===== src/rtl/ramb_port_arbiter.sv =====
`default_nettype none
// ============================================================================
//  Module   : ramb_port_arbiter
//  Purpose  : Shares port-B of the upper-RAM dual-port block among NUM_REQ
//             requesters (AdamNet DMA, disk track loader, debug reader).
//             Round-robin grant, one outstanding access, strobe/ack handshake,
//             watchdog completion when the memory ack never arrives.
//  Ports    : clk_i/reset_n_i      clock, async active-low reset
//             req_rd_i/req_wr_i    per-requester level requests
//             req_addr_i/req_data_i packed per-requester address / write data
//             req_ack_o/req_err_o  completion pulse (+ timeout flag)
//             req_data_o           read data, held after completion
//             grant_o/busy_o       current grant index, not-idle flag
//             ramb_*               port-B strobes, address, data, acks
//  Revision : 1.0  initial release
// ============================================================================
module ramb_port_arbiter #(
  parameter int NUM_REQ = 3,
  parameter int AW      = 16,
  parameter int DW      = 8,
  parameter int TIMEOUT = 15
) (
  input  logic                       clk_i,
  input  logic                       reset_n_i,
  input  logic [NUM_REQ-1:0]         req_rd_i,
  input  logic [NUM_REQ-1:0]         req_wr_i,
  input  logic [NUM_REQ*AW-1:0]      req_addr_i,
  input  logic [NUM_REQ*DW-1:0]      req_data_i,
  output logic [NUM_REQ-1:0]         req_ack_o,
  output logic                       req_err_o,
  output logic [DW-1:0]              req_data_o,
  output logic [$clog2(NUM_REQ)-1:0] grant_o,
  output logic                       busy_o,
  output logic [AW-1:0]              ramb_addr_o,
  output logic                       ramb_rd_o,
  output logic                       ramb_wr_o,
  output logic [DW-1:0]              ramb_dout_o,
  input  logic [DW-1:0]              ramb_din_i,
  input  logic                       ramb_rd_ack_i,
  input  logic                       ramb_wr_ack_i
);

  localparam int         GW  = $clog2(NUM_REQ);
  localparam logic [7:0] TO8 = 8'(TIMEOUT);

  typedef enum logic [1:0] {
    S_IDLE  = 2'd0,
    S_ISSUE = 2'd1,
    S_WAIT  = 2'd2,
    S_DONE  = 2'd3
  } state_t;

  state_t               state_q;
  logic [GW-1:0]        ptr_q;
  logic [GW-1:0]        grant_q;
  logic                 dir_q;      // 1 = write
  logic [7:0]           wd_q;
  logic [AW-1:0]        ramb_addr_q;
  logic [DW-1:0]        ramb_dout_q;
  logic                 ramb_rd_q;
  logic                 ramb_wr_q;
  logic [NUM_REQ-1:0]   req_ack_q;
  logic                 req_err_q;
  logic [DW-1:0]        req_data_q;

  logic [AW-1:0]        addr_arr [NUM_REQ];
  logic [DW-1:0]        data_arr [NUM_REQ];
  logic [NUM_REQ-1:0]   pend;
  logic                 any_d;
  logic [GW-1:0]        gnt_d;
  logic [GW-1:0]        ptr_d;
  logic [GW-1:0]        idx_s;
  int                   idx_v;
  logic [NUM_REQ-1:0]   ack_onehot;
  logic                 mem_ack;

  for (genvar gi = 0; gi < NUM_REQ; gi++) begin : g_unpack
    assign addr_arr[gi] = req_addr_i[gi*AW +: AW];
    assign data_arr[gi] = req_data_i[gi*DW +: DW];
  end

  assign pend = req_rd_i | req_wr_i;

  // Round-robin search from ptr_q upward. Scanning from the far end down
  // lets the closest pending index overwrite earlier hits.
  always_comb begin
    any_d = 1'b0;
    gnt_d = '0;
    idx_v = 0;
    idx_s = '0;
    for (int k = NUM_REQ - 1; k >= 0; k--) begin
      idx_v = int'(ptr_q) + k;
      if (idx_v >= NUM_REQ) idx_v = idx_v - NUM_REQ;
      idx_s = GW'(idx_v);
      if (pend[idx_s]) begin
        any_d = 1'b1;
        gnt_d = idx_s;
      end
    end
  end

  assign ptr_d      = (gnt_d == GW'(NUM_REQ - 1)) ? '0 : gnt_d + GW'(1);
  assign ack_onehot = NUM_REQ'(1) << grant_q;
  // Only the ack matching the latched direction counts.
  assign mem_ack    = dir_q ? ramb_wr_ack_i : ramb_rd_ack_i;

  always_ff @(posedge clk_i or negedge reset_n_i) begin
    if (!reset_n_i) begin
      state_q     <= S_IDLE;
      ptr_q       <= '0;
      grant_q     <= '0;
      dir_q       <= 1'b0;
      wd_q        <= '0;
      ramb_addr_q <= '0;
      ramb_dout_q <= '0;
      ramb_rd_q   <= 1'b0;
      ramb_wr_q   <= 1'b0;
      req_ack_q   <= '0;
      req_err_q   <= 1'b0;
      req_data_q  <= '0;
    end else begin
      case (state_q)
        S_IDLE: begin
          if (any_d) begin
            grant_q     <= gnt_d;
            ptr_q       <= ptr_d;
            ramb_addr_q <= addr_arr[gnt_d];
            ramb_dout_q <= data_arr[gnt_d];
            // Read and write together resolve to a write.
            dir_q       <= req_wr_i[gnt_d];
            ramb_wr_q   <= req_wr_i[gnt_d];
            ramb_rd_q   <= ~req_wr_i[gnt_d];
            state_q     <= S_ISSUE;
          end
        end
        S_ISSUE: begin
          ramb_rd_q <= 1'b0;
          ramb_wr_q <= 1'b0;
          wd_q      <= '0;
          state_q   <= S_WAIT;
        end
        S_WAIT: begin
          if (mem_ack) begin
            if (!dir_q) req_data_q <= ramb_din_i;
            req_ack_q <= ack_onehot;
            req_err_q <= 1'b0;
            state_q   <= S_DONE;
          end else if (wd_q + 8'd1 == TO8) begin
            if (!dir_q) req_data_q <= '1;
            req_ack_q <= ack_onehot;
            req_err_q <= 1'b1;
            state_q   <= S_DONE;
          end else begin
            wd_q <= wd_q + 8'd1;
          end
        end
        S_DONE: begin
          // Dead cycle: the requester drops its level while we sit here,
          // so IDLE never sees a stale request from the finished access.
          req_ack_q <= '0;
          req_err_q <= 1'b0;
          state_q   <= S_IDLE;
        end
        default: state_q <= S_IDLE;
      endcase
    end
  end

  assign req_ack_o   = req_ack_q;
  assign req_err_o   = req_err_q;
  assign req_data_o  = req_data_q;
  assign grant_o     = grant_q;
  assign busy_o      = (state_q != S_IDLE);
  assign ramb_addr_o = ramb_addr_q;
  assign ramb_rd_o   = ramb_rd_q;
  assign ramb_wr_o   = ramb_wr_q;
  assign ramb_dout_o = ramb_dout_q;

endmodule
`default_nettype wire


===== config.mk =====
export PLATFORM = sky130hd
export DESIGN_NAME = ramb_port_arbiter
export DESIGN_NICKNAME = d
export VERILOG_FILES = /design/src/rtl/ramb_port_arbiter.sv
export SDC_FILE = /design/constraint.sdc
export NUM_CORES = 1
export LEC_CHECK = 0
export BUFFER_PORTS_ARGS = -buffer_cell sky130_fd_sc_hd__clkbuf_2
export CORE_MARGIN = 1
export CORE_UTILIZATION = 48
export CTS_CLUSTER_DIAMETER = 120
export CTS_CLUSTER_SIZE = 28
export DETAILED_ROUTE_END_ITERATION = 8
export GPL_TIMING_DRIVEN = 0
export PLACE_DENSITY_LB_ADDON = 0.08
export SLEW_MARGIN = 10
export SYNTH_ARGS = -nofsm -noshare
export SYNTH_HDL_FRONTEND = slang
export SYNTH_SLANG_ARGS = --single-unit

===== constraint.sdc =====
create_clock -name clk_i -period 3.1 [get_ports clk_i]
set_clock_uncertainty 0.2 [all_clocks]
set_input_delay 0 -clock clk_i [delete_from_list [all_inputs] [get_ports clk_i]]
set_output_delay 0 -clock clk_i [all_outputs]
set_load 0.01 [all_outputs]

# --- Yosys cells after proc, flatten, opt, wreduce, memory -nomap -nowiden ---
# Cells that the tools add are included.
word_totals:
  ff_bits: 53
  latch_bits: 0
  ram_bits: 0
  mem_bits_ro: 0
  in_bits: 90
  out_inout_bits: 41
  wordCells: 100
  memories: 0
classes:
  add_sub_neg: 7
  n_mul: 0
  n_div: 0
  order_cmp: 8
  n_eq_ne: 11
  shift: 1
  mux: 46
  bitwise: 3
  n_reduce_logical: 12
op_table:
  columns: ["operator", "count"]
  rows:
  - ["$mux W8", 8]
  - ["$bmux W16 S2", 1]
  - ["$mux W16", 2]
  - ["$mux W2", 10]
  - ["$bmux W8 S2", 1]
  - ["$pmux W8 S2", 1]
  - ["$lt A2 B3 Y1 const B", 4]
  - ["$mux W1", 12]
  - ["$ne A2 B2 Y1 const B", 5]
  - ["$reduce_bool A2 Y1", 5]
  - ["$add A8 B1 Y8 const B", 1]
  - ["$bmux W1 S2", 4]
  - ["$eq A8 B4 Y1 const B", 1]
  - ["$pmux W2 S4", 1]
  - ["$reduce_and A2 Y1", 4]
  - ["$eq A2 B2 Y1 const B", 3]
  - ["$ge A3 B2 Y1 const B", 2]
  - ["$mux W3", 2]
  - ["$pmux W1 S2", 3]
  - ["$pmux W3 S2", 1]
  - ["$sub A2 B2 Y2 const B", 3]
  - ["$reduce_and A4 Y1", 1]
  - ["$add A2 B1 Y3 const B", 1]
  - ["$add A2 B2 Y3 const B", 1]
  - ["11 further kinds", 11]

# --- Logic depth before layout (Yosys ltp) ---
# Gate-level depths: netlist of the first run.
logic_depth:
  word_depth: 13
  depth_mapped: 11
  mapped_depth_nobuf: 8

# --- Worst setup path after synthesis of the first run ---
# OpenSTA, ideal clock, no wires.
synth_timing:
  path_kind: "register to register"
  startpoint: "reg ptr_q[0]"
  endpoint: "reg ramb_addr_q[0], in the netlist ramb_addr_o[0]"
  setup_ps: 118
  arrival_ps: 2121
  required_time_ps: 2782
  slack_ps: 661
  path_stages_with_launch: 10
  n_path_buf: 3
  synth_period_minus_slack_ps: 2439
  cell_sequence: "dfrtp_1 > inv_1 > ha_1 > buf_2 > maj3_2 > a211o_1 > or2_1 > buf_6 > buf_2 > a21o_1"
synth_via:
  elab_chain_len: 12
  word_cells_on_any_way: 28
  cone_classes: "add/sub (5); order compare (3); mux (18); bitwise (1); reduce/logical (1)"
synth_rtl:
  columns: ["item", "line", "rtl"]
  rows:
  - ["start: declaration", "54", "logic [GW-1:0] ptr_q;"]
  - ["start signal: assignment", "126", "ptr_q <= ptr_d;"]
  - ["$add A2 B2 Y3", "92", "idx_v = int'(ptr_q) + k;"]
  - ["$ge A3 B2 Y1 or $sub A2 B2 Y2 (tied branches)", "93", "if (idx_v >= NUM_REQ) idx_v = idx_v - NUM_REQ;"]
  - ["$mux W2", "93", null]
  - ["$bmux W1 S2", "95", "if (pend[idx_s]) begin"]
  - ["$mux W1 (not written as such)", "95", null]
  - ["$mux W2 (3 in a row)", "95", null]
  - ["$not A2 Y3 (not written as such)", "127", "ramb_addr_q <= addr_arr[gnt_d];"]
  - ["$bmux W16 S2", "127", null]
  - ["$mux W16 (not written as such) (2 in a row)", "127", null]
  - ["end signal: assignment", "127", null]
  - ["end: declaration", "58", "logic [AW-1:0] ramb_addr_q;"]
# Parallel ways exist; a longest one is shown, timed or not. The select of a mux whose other input is x is not followed.
# A chain may end at the register's enable or synchronous reset.

# --- Worst setup path after layout of the first run ---
layout_timing:
  startpoint: "reg ptr_q[0]"
  endpoint: "reg ramb_rd_q, in the netlist ramb_rd_o"
layout_via:
  elab_chain_len: 13
  word_cells_on_any_way: 30
  cone_classes: "add/sub (5); order compare (3); eq/ne (1); mux (19); bitwise (1); reduce/logical (1)"
layout_rtl:
  columns: ["item", "line", "rtl"]
  rows:
  - ["$add A2 B2 Y3", "92", null]
  - ["$ge A3 B2 Y1 or $sub A2 B2 Y2 (tied branches)", "93", null]
  - ["$mux W2", "93", null]
  - ["$bmux W1 S2", "95", null]
  - ["$mux W1 (not written as such)", "95", null]
  - ["$mux W2 (3 in a row)", "95", null]
  - ["$bmux W1 S2", "132", "ramb_rd_q <= ~req_wr_i[gnt_d];"]
  - ["$mux W1 (not written as such)", "132", null]
  - ["$not A1 Y1", "132", null]
  - ["$mux W1", "124", "if (any_d) begin"]
  - ["$pmux W1 S2", "122", "case (state_q)"]
  - ["end signal: assignment", "132", null]
  - ["end: declaration", "60", "logic ramb_rd_q;"]
# Parallel ways exist; a longest one is shown, timed or not. The select of a mux whose other input is x is not followed.

==> results of run 1 <==
==> flip-flops by register name, indices dropped and copies added, names as in the netlist <==
register and flops:
ramb_addr_o 16, ramb_dout_o 8, req_data_o 8, wd_q 8
req_ack_o 3, grant_o 2, ptr_q 2, state_q 2
dir_q 1, ramb_rd_o 1, ramb_wr_o 1, req_err_o 1
==> critical path, delay by kind of cell, from the launching register on <==
family,cells,cell delay (ns)
and+or+nand+nor,2,0.46
adders and majority gates,1,0.28
AOI/OAI and AO/OA,3,0.51
DFF,1,0.37
buffers and inverters,4,1.06
==> final timing paths <==
path,start,end,slack [ns],cells after the start
setup / recovery,ptr_q[0],ramb_rd_o,0.13,10
hold / removal,ramb_rd_ack_i,wd_q[3],0.01,4
setup reg to reg,ptr_q[0],ramb_rd_o,0.13,10
hold reg to reg,ramb_addr_o[7],ramb_addr_o[7],0.29,1
max in group asynchronous,reset_n_i,ramb_addr_o[9],2.11,2
min in group asynchronous,reset_n_i,req_data_o[1],0.10,2
==> cell families (layout without fill, tap and decap cells) <==
family                     count (synthesis)  after routing  share of synthesized area
xor gates and xnor gates                   6              6                     0.0174
DFF                                       53             53                      0.438
muxes                                     21             21                     0.0707
and+or+nand+nor                           94             94                      0.152
adders and majority gates                  9              9                     0.0368
buffers and inverters                     29            245                     0.0451
AOI/OAI and AO/OA                         93             93                      0.240
==> power by group through the flow <==
| stage | Sequential, mW | Clock [mW] | Combinational, mW |
|---|---|---|---|
| floorplan | 1.26 | 0 | 1.28 |
| global placement | 1.17 | 0 | 1.96 |
| detailed placement | 1.18 | 0 | 2.01 |
| CTS | 1.17 | 0.403 | 2.31 |
| global route | 1.21 | 0.427 | 2.62 |
| finish | 1.17 | 0.395 | 2.38 |
==> routing by layer <==
layer,vias up,track usage,wire length [um]
li1,1548,-,-
met1,1489,0.326,3550
met2,116,0.491,4670
met3,23,0.0584,411
met4,0,0.121,222
met5,-,0,0
==> what timing repair did <==
item,in CTS,in global routing
gates resized for setup,0,7
setup endpoints to repair,0,15
buffers inserted,0,2
endpoints found under the hold margin,87,0
hold buffers,76,0
==> area by class of cell <==
type                       instances  area (sq um)  area share
timing repair buffer             208          1430       0.306
clock buffer                       6          72.6      0.0155
multi-input combinational        223          1590       0.341
buffer                            20           105      0.0225
inverter                           9          33.8     0.00724
tap                               75          93.8      0.0201
clock inverter                     2          15.0     0.00322
sequential                        53          1330       0.284
==> metrics by stage <==
stage               std cells  hold WS, ns  cell area (sq um)
floorplan                 305       -0.496               3030
global placement          510       0.0342               3770
detailed placement        510      -0.0655               3770
CTS                       594      0.00489               4620
global route              596       0.0500               4670
finish                    596       0.0144               4670
==> layout by cell type, fill, tap and decap left out, drive strengths merged, types with 2 or more instances in the layout <==
cell / count
a222oi: 11
and3: 4
nand2b: 9
ha: 8
dlygate4sd3: 76
a211oi: 14
nand2: 33
a21o: 13
nand3: 3
o21ai: 27
mux2: 3
mux2i: 18
nor3b: 3
nor2: 25
xnor2: 3
a2111oi: 2
dfrtp: 53
clkbuf: 142
clkinvlp: 2
or2: 3
o22a: 9
a21oi: 8
a211o: 2
nand4: 4
buf: 16
nor3: 5
xor2: 3
inv: 9
==> results.toml, run 1 <==
[status]
status = "completed"

[timing]
setup_tns_ns = 0
relSlewSlack = 0.515
hold_violations = 0
maxSlewViolCount = 0
period_share = 0.958
setup_ws_ns = 0.130
setup_violations = 0
rsz0062_at_grt = "false"
period_needed_ns = 2.97
worstMarginPinSlew_ns = 0.728
max_freq_ghz = 0.337

[layout]
num_antenna_cells = 0
syn2layout_area_growth_pct = 54.2
nets = 618
fillers = 404
drive_above_1_share = 0.338
final_core_util = 0.779

[logic_synthesis]
synth_flop_cell = "dfrtp_1"
yosysMostFrequentCell = "dfrtp_1"
synth-seq-cells = 53
synth-edff-count = 0
synth_area_leaders = "dfrtp_1 44%, mux2i_1 6.0%, a211oi_2 4.1%"
synth_seq_area_share = 0.438
synth.distinct_cells = 48
yosysTopAreaCell = "dfrtp_1"
synth_commonest_cells = "53 x dfrtp_1, 33 x nand2_1, 24 x nor2_1, 19 x o21ai_0, 18 x mux2i_1"
avgSynthCellArea_sq_um = 9.92
yosysWarnings = 0
synth_fp_nets = 403
async_flop_share = 1.00
synth_top_area_frac = 0.438
synthesis.instances = 305
netlist_area_sq_mm = 0.00303

[cts]
clk_pin_slew_ns = 0.10
cts_sinks = 53
cts-root-buf = "clkbuf_8"
h-tree-depth = 2
cts-buffers-inserted = 5
clk_latency_ns = 0.31
clockBufferDepth = 2
cts_tree = "yes"

[global_routing]
grt_pass1_wl_um = 14100
grt_usage = 0.280
grt_pass1_vias = 3104
grt_max_degree = 54
grt_antenna_before_repair = 0
gr-total-overflow = 0

[critical_path]
crit_path_end_kind = "flip-flop"
cp.arrival_ns = 2.97
startpoint_type = "flip-flop"
path_cells = "inv_1 > ha_1 > buf_2 > nor3_1 > a2111o_1 > buf_2 > nor2_1 > a21oi_1 > dlygate4sd3_1 > o21ai_0"
required_ns = 3.10
crit_top_cell = "buf_2"
critical-path-slowest-cell = "dlygate4sd3_1"
path_max_fanout = 10
worstSetupPathType = "flip-flop to flip-flop"
cpPeakStageDelay_ns = 0.59

[flow_run]
drv_cap = 0

[die]
die-area_sq_mm = 0.00663
initial_utilization = 0.505
rows = 28
die_w_um = 81.4
ios = 131
coreArea_sq_mm = 0.00599
die_y_um = 81.4

[power]
fin_total_pwr_mw = 3.95
switching_share = 0.423
comb_power_share = 0.603
pwr-share-seq = 0.297
power_density_mw_per_mm2 = 847
p_switching_mw = 1.67
clockPowerShare = 0.100
cell_internal_pwr_mw = 2.28
peakVddDrop_v = 0.000508
leakage_nw = 2.28

[detailed_routing]
initialDrtViolationCount = 135
firstDrtPassIters = 4
drcViolationCount = 0
viasPerCell = 5.33
dr_total_vias = 3176
postRouteAntennaNets = 0
wl_per_cell_um = 14.9
routed_wl_um = 8850

[place]
post-dp-hpwl_um = 5420
pre_cts_slack_ns = 0.452
gp_congestion = 0.815
io_buffers = 130

[hold_path]
hp-class = "primary input to flip-flop"
(Power assumes the default switching activity.)
==> run 2, diff against run 1 <==
==> constraint.sdc (replaced) <==
create_clock -name clk_i -period 3.6 [get_ports clk_i]
set_clock_uncertainty 0.2 [all_clocks]
set_input_delay 0 -clock clk_i [delete_from_list [all_inputs] [get_ports clk_i]]
set_output_delay 0 -clock clk_i [all_outputs]
set_load 0.01 [all_outputs]
==> run 2 against run 1 <==
Against the previous run: critical path depth unchanged; core utilization decreased by 2.3 points; via count is 1.0% lower; fmax is 8.7% lower; flip-flop and latch count did not move; setup slack improved by 0.22 ns; sequential share of layout area rose by 0.85 points; critical path type unchanged; highest routed layer unchanged.
==> results.toml, run 2 (synthesized netlist as in run 1, its figures left out) <==
[cts]
clk_pin_slew_ns = 0.10
h-tree-depth = 2
cts_sinks = 53
cts-root-buf = "clkbuf_8"
clockBufferDepth = 2
cts_tree = "yes"
post_cts_buffers = 0
cts_resized = 0
cts-buffers-inserted = 5
clk_latency_ns = 0.31
postCtsHoldBufs = 67

[layout]
final_common_cell = "clkbuf_2"
syn2layout_area_growth_pct = 49.7
nets = 607
drive_above_1_share = 0.337
largest_register_ffs = 16
layout_common_cells = "129 x clkbuf_2, 67 x dlygate4sd3_1, 53 x dfrtp_1"
num_antenna_cells = 0

[detailed_routing]
postRouteAntennaNets = 0
firstDrtPassIters = 5
dr_total_vias = 3144
initialDrtViolationCount = 151
viasPerCell = 5.37
wl_per_cell_um = 14.5
drcViolationCount = 0
routed_wl_um = 8490

[global_routing]
grt_max_degree = 54
grt_usage = 0.270
grt_pass1_wl_um = 13600
gr-total-overflow = 0
grt_pass1_vias = 3063
grt_antenna_before_repair = 0

[die]
initial_utilization = 0.505
rows = 28
die-area_sq_mm = 0.00663
ios = 131
die_w_um = 81.4
die_y_um = 81.4
coreArea_sq_mm = 0.00599

[hold_path]
hp-class = "primary input to flip-flop"

[place]
io_buffers = 130
post-dp-hpwl_um = 5420
gp_congestion = 0.815
pre_cts_slack_ns = 0.952

[timing]
rsz0062_at_grt = "false"
relSlewSlack = 0.509
period_needed_ns = 3.25
max_freq_ghz = 0.307
setup_tns_ns = 0
worstMarginPinSlew_ns = 0.736
hold_violations = 0
maxSlewViolCount = 0
period_share = 0.904
setup_ws_ns = 0.346
setup_violations = 0

[power]
leakage_nw = 2.24
clockPowerShare = 0.099
cell_internal_pwr_mw = 1.99
comb_power_share = 0.605
power_density_mw_per_mm2 = 754
peakVddDrop_v = 0.000424
p_switching_mw = 1.43
switching_share = 0.417
pwr-share-seq = 0.296

[critical_path]
crit_path_end_kind = "flip-flop"
startpoint_type = "flip-flop"
critical-path-slowest-cell = "dlygate4sd3_1"
cpPeakStageDelay_ns = 0.57
path_cells = "inv_1 > ha_1 > buf_2 > a211oi_2 > nor3_4 > buf_2 > mux2i_1 > a211oi_2 > dlygate4sd3_1 > a21o_1"
worstSetupPathType = "flip-flop to flip-flop"
required_ns = 3.60
cp.arrival_ns = 3.26
path_max_fanout = 10
reg2reg_slack_ns = 0.35

[status]
status = "completed"

[flow_run]
drv_cap = 0
-- run 2: cell count changes in the layout (fill, tap and decap cells not counted), moves of 2 or more --
cell	previous run	this run
clkbuf_1	5	7
buf_4	2	0
clkbuf_2	131	129
dlygate4sd3_1	76	67
-- run 2: final timing paths --
check	from	end	cells past startpoint
hold reg to reg	ramb_addr_o[1]	ramb_addr_o[1]	1
max in group asynchronous	reset_n_i	ramb_addr_o[10]	2
setup / recovery	ptr_q[0]	ramb_addr_o[4]	10
setup reg to reg	ptr_q[0]	ramb_addr_o[4]	10
min in group asynchronous	reset_n_i	req_data_o[1]	2
hold / removal	ramb_rd_ack_i	wd_q[3]	4
-- run 2: per-stage QoR --
stage / std cells / cell area, sq um / power (mW) / util / hold slack, ns
finish: 585 / 4530 / 3.42 / 0.756 / 0.0185
global route: 585 / 4530 / 3.69 / 0.756 / 0.0504
CTS: 585 / 4530 / 3.40 / 0.756 / 0.00489
detailed placement: 510 / 3770 / 2.74 / 0.630 / -0.0655
global placement: 510 / 3770 / 2.69 / 0.629 / 0.0342
floorplan: 305 / 3030 / 2.19 / - / -0.496
-- run 2: power groups by stage --
stage                     registers (mW)  logic (mW)  clock network [mW]
after floorplan                     1.09        1.10                   0
final                               1.01        2.07               0.338
after global placement              1.01        1.69                   0
after CTS                           1.01        2.05               0.347
after global routing                1.04        2.28               0.367
after detailed placement            1.01        1.73                   0
-- run 2: metal layers --
metal | global-route usage | vias up | part of all wire | wire length, um
met5 | 0 | - | 0 | 0
met4 | 0.113 | 0 | 0.028 | 238
met3 | 0.0551 | 23 | 0.046 | 387
met2 | 0.472 | 104 | 0.52 | 4430
met1 | 0.320 | 1487 | 0.40 | 3440
li1 | - | 1530 | - | -
-- run 2: layout make-up --
type	instances	area, sq um
inverter	9	33.8
sequential	53	1330
buffer	20	103
tap	75	93.8
multi-input combinational	223	1560
timing repair buffer	197	1320
fill	436	1460
clock inverter	2	15.0
clock buffer	6	72.6
-- run 2: worst max-delay path: cells and delay by family, from the launching register on --
kind | cells | cell delay (ns)
compound gates | 3 | 0.39
fa+ha+maj | 1 | 0.26
mux | 1 | 0.29
simple gates | 1 | 0.44
buf+inv | 4 | 1.20
flops | 1 | 0.37
==> run 3, diff against run 2 <==
--- a/config.mk
+++ b/config.mk
@@ -5,14 +5,15 @@
 export SDC_FILE = /design/constraint.sdc
 export NUM_CORES = 1
 export LEC_CHECK = 0
-export BUFFER_PORTS_ARGS = -buffer_cell sky130_fd_sc_hd__clkbuf_2
-export CORE_MARGIN = 1
+export CORE_MARGIN = 3
 export CORE_UTILIZATION = 48
 export CTS_CLUSTER_DIAMETER = 120
 export CTS_CLUSTER_SIZE = 28
 export DETAILED_ROUTE_END_ITERATION = 8
+export DONT_BUFFER_PORTS = 1
 export GPL_TIMING_DRIVEN = 0
 export PLACE_DENSITY_LB_ADDON = 0.08
+export RECOVER_POWER = 25
 export SLEW_MARGIN = 10
 export SYNTH_ARGS = -nofsm -noshare
 export SYNTH_HDL_FRONTEND = slang
==> run 3 against run 2 <==
Against the previous run: the flow now finishes with violations (capacitance limit, slew limit); clock power about the same; total power decreased by 5.6%; setup slack improved by 0.00054 ns; highest routed layer unchanged.
==> results.toml, run 3 (synthesized netlist as in run 1, its figures left out) <==
[cts]
cts-buffers-inserted = 5
h-tree-depth = 2
clockBufferDepth = 2
cts_tree = "yes"
cts_sinks = 53
cts-root-buf = "clkbuf_8"
clk_latency_ns = 0.30
cts_resized = 0
post_cts_buffers = 0
clk_pin_slew_ns = 0.10

[layout]
largest_register_ffs = 16
num_antenna_cells = 0
final_core_util = 0.652
final_common_cell = "dlygate4sd3_1"
syn2layout_area_growth_pct = 29.8
layout_common_cells = "71 x dlygate4sd3_1, 53 x dfrtp_1, 33 x nand2_1"
drive_above_1_share = 0.109
nets = 482

[timing]
setup_violations = 0
period_needed_ns = 3.25
max_freq_ghz = 0.307
rsz0062_at_grt = "false"
maxSlewViolCount = 54
setup_tns_ns = 0
hold_violations = 0
period_share = 0.904
worstMarginPinSlew_ns = 2.48
relSlewSlack = -0.652

[critical_path]
critical-path-slowest-cell = "dlygate4sd3_1"
r2r_start = "ptr_q[0]"
cp_num_buf_inv = 4
cpPeakStageDelay_ns = 0.58
cp_top_family = "buffers and inverters"
cp.arrival_ns = 3.26
path_max_fanout = 10
required_ns = 3.61
path_cells = "inv_1 > ha_1 > buf_2 > nand3_1 > o21ai_1 > nor3_4 > buf_2 > mux2i_1 > a211oi_2 > dlygate4sd3_1 > a21o_1"
worstSetupPathType = "flip-flop to flip-flop"
startpoint_type = "flip-flop"
rr_endpoint = "ramb_addr_o[7]"
reg2reg_slack_ns = 0.35
crit_top_cell = "buf_2"
r2r_cells = 11
crit_path_end_kind = "flip-flop"

[global_routing]
grt_pass1_vias = 2770
grt_pass1_wl_um = 13600
grt_max_degree = 54
grt_usage = 0.227
gr-total-overflow = 0
grt_antenna_before_repair = 0

[detailed_routing]
viasPerCell = 5.93
dr_total_vias = 2726
firstDrtPassIters = 6
wl_per_cell_um = 17.9
drcViolationCount = 0
postRouteAntennaNets = 0
routed_wl_um = 8220
initialDrtViolationCount = 151

[power]
fin_total_pwr_mw = 3.23
power_density_mw_per_mm2 = 821
comb_power_share = 0.540
clockPowerShare = 0.105
cell_internal_pwr_mw = 1.84
p_switching_mw = 1.38
switching_share = 0.429
peakVddDrop_v = 0.000480
pwr-share-seq = 0.354
leakage_nw = 1.72

[flow_run]
drv_cap = 1

[hold_path]
min_delay_worst_endpoint = "ramb_rd_o"
hp-start = "req_rd_i[0]"
holdPathStages = 5
hp-class = "primary input to flip-flop"

[die]
rows = 28
die_y_um = 85.4
ios = 131
initial_utilization = 0.502
die_w_um = 85.4
die-area_sq_mm = 0.00729
coreArea_sq_mm = 0.00603

[status]
violations = "capacitance limit, slew limit"
status = "finished, violations left"

[place]
io_buffers = 0
gp_congestion = 0.795
post-dp-hpwl_um = 5090
run 3: cell count changes in the layout (fill, tap and decap cells not counted), sizes merged:
cell,change
clkdlybuf4s25,+1
dlygate4sd3,+4
clkbuf,-130
run 3: worst max-delay path by stage:
stage | slack (ns) | startpoint | cells past startpoint | to
final | 0.35 | ptr_q[0] | 11 | ramb_addr_o[7]
after global routing | 0.15 | ptr_q[0] | 11 | ramb_addr_o[7]
after CTS | 0.36 | ptr_q[0] | 10 | ramb_addr_o[6]
after detailed placement | 0.93 | ptr_q[0] | 9 | ramb_addr_o[6]
after global placement | 0.98 | ptr_q[0] | 9 | ramb_addr_o[9]
after floorplan | 1.16 | ptr_q[0] | 9 | ramb_addr_o[0]
run 3: what timing repair did:
item,4_1_cts,5_1_grt
hold buffers,72,0
endpoints found under the hold margin,90,0
endpoints found under the setup margin,0,0
run 3: per-stage QoR:
step	setup WS [ns]	cell area, sq um	cells	hold WS (ns)
floorplan	1.16	3030	305	-0.496
global placement	0.982	3120	380	-0.494
detailed placement	0.933	3120	380	-0.494
CTS	0.358	3950	460	0.0207
global route	0.145	3930	460	0.237
finish	0.346	3930	460	0.202
run 3: area by class of cell:
class / count / area [sq um]
repair buffers: 72 / 721
fillers: 505 / 2100
clock buffers: 6 / 72.6
plain buffers: 20 / 103
flip-flops and latches: 53 / 1330
multi-input cells: 223 / 1560
inverters: 9 / 33.8
clock inverters: 2 / 15.0
well taps: 75 / 93.8
run 3: tightest hold or removal path, stage by stage:
cell	delay [ns]
nor2_2	0.04
o21a_1	0.11
a211o_1	0.28
a31oi_1	0.16
o21ai_0	0.08
run 3: metal layers:
| layer | global-route usage | share of wire | up-vias | routed length, um |
|---|---|---|---|---|
| met5 | 0 | 0 | - | 0 |
| met2 | 0.419 | 0.53 | 102 | 4390 |
| met4 | 0.0475 | 0.012 | 0 | 97 |
| met3 | 0.0466 | 0.062 | 12 | 511 |
| met1 | 0.271 | 0.39 | 1339 | 3220 |
| li1 | - | - | 1273 | - |
run 3: power groups by stage:
stage	clock network [mW]	logic, mW	registers (mW)
after floorplan	0	1.10	1.09
after global placement	0	1.33	1.15
after detailed placement	0	1.37	1.15
after CTS	0.348	1.72	1.14
after global routing	0.373	1.94	1.17
final	0.340	1.74	1.14
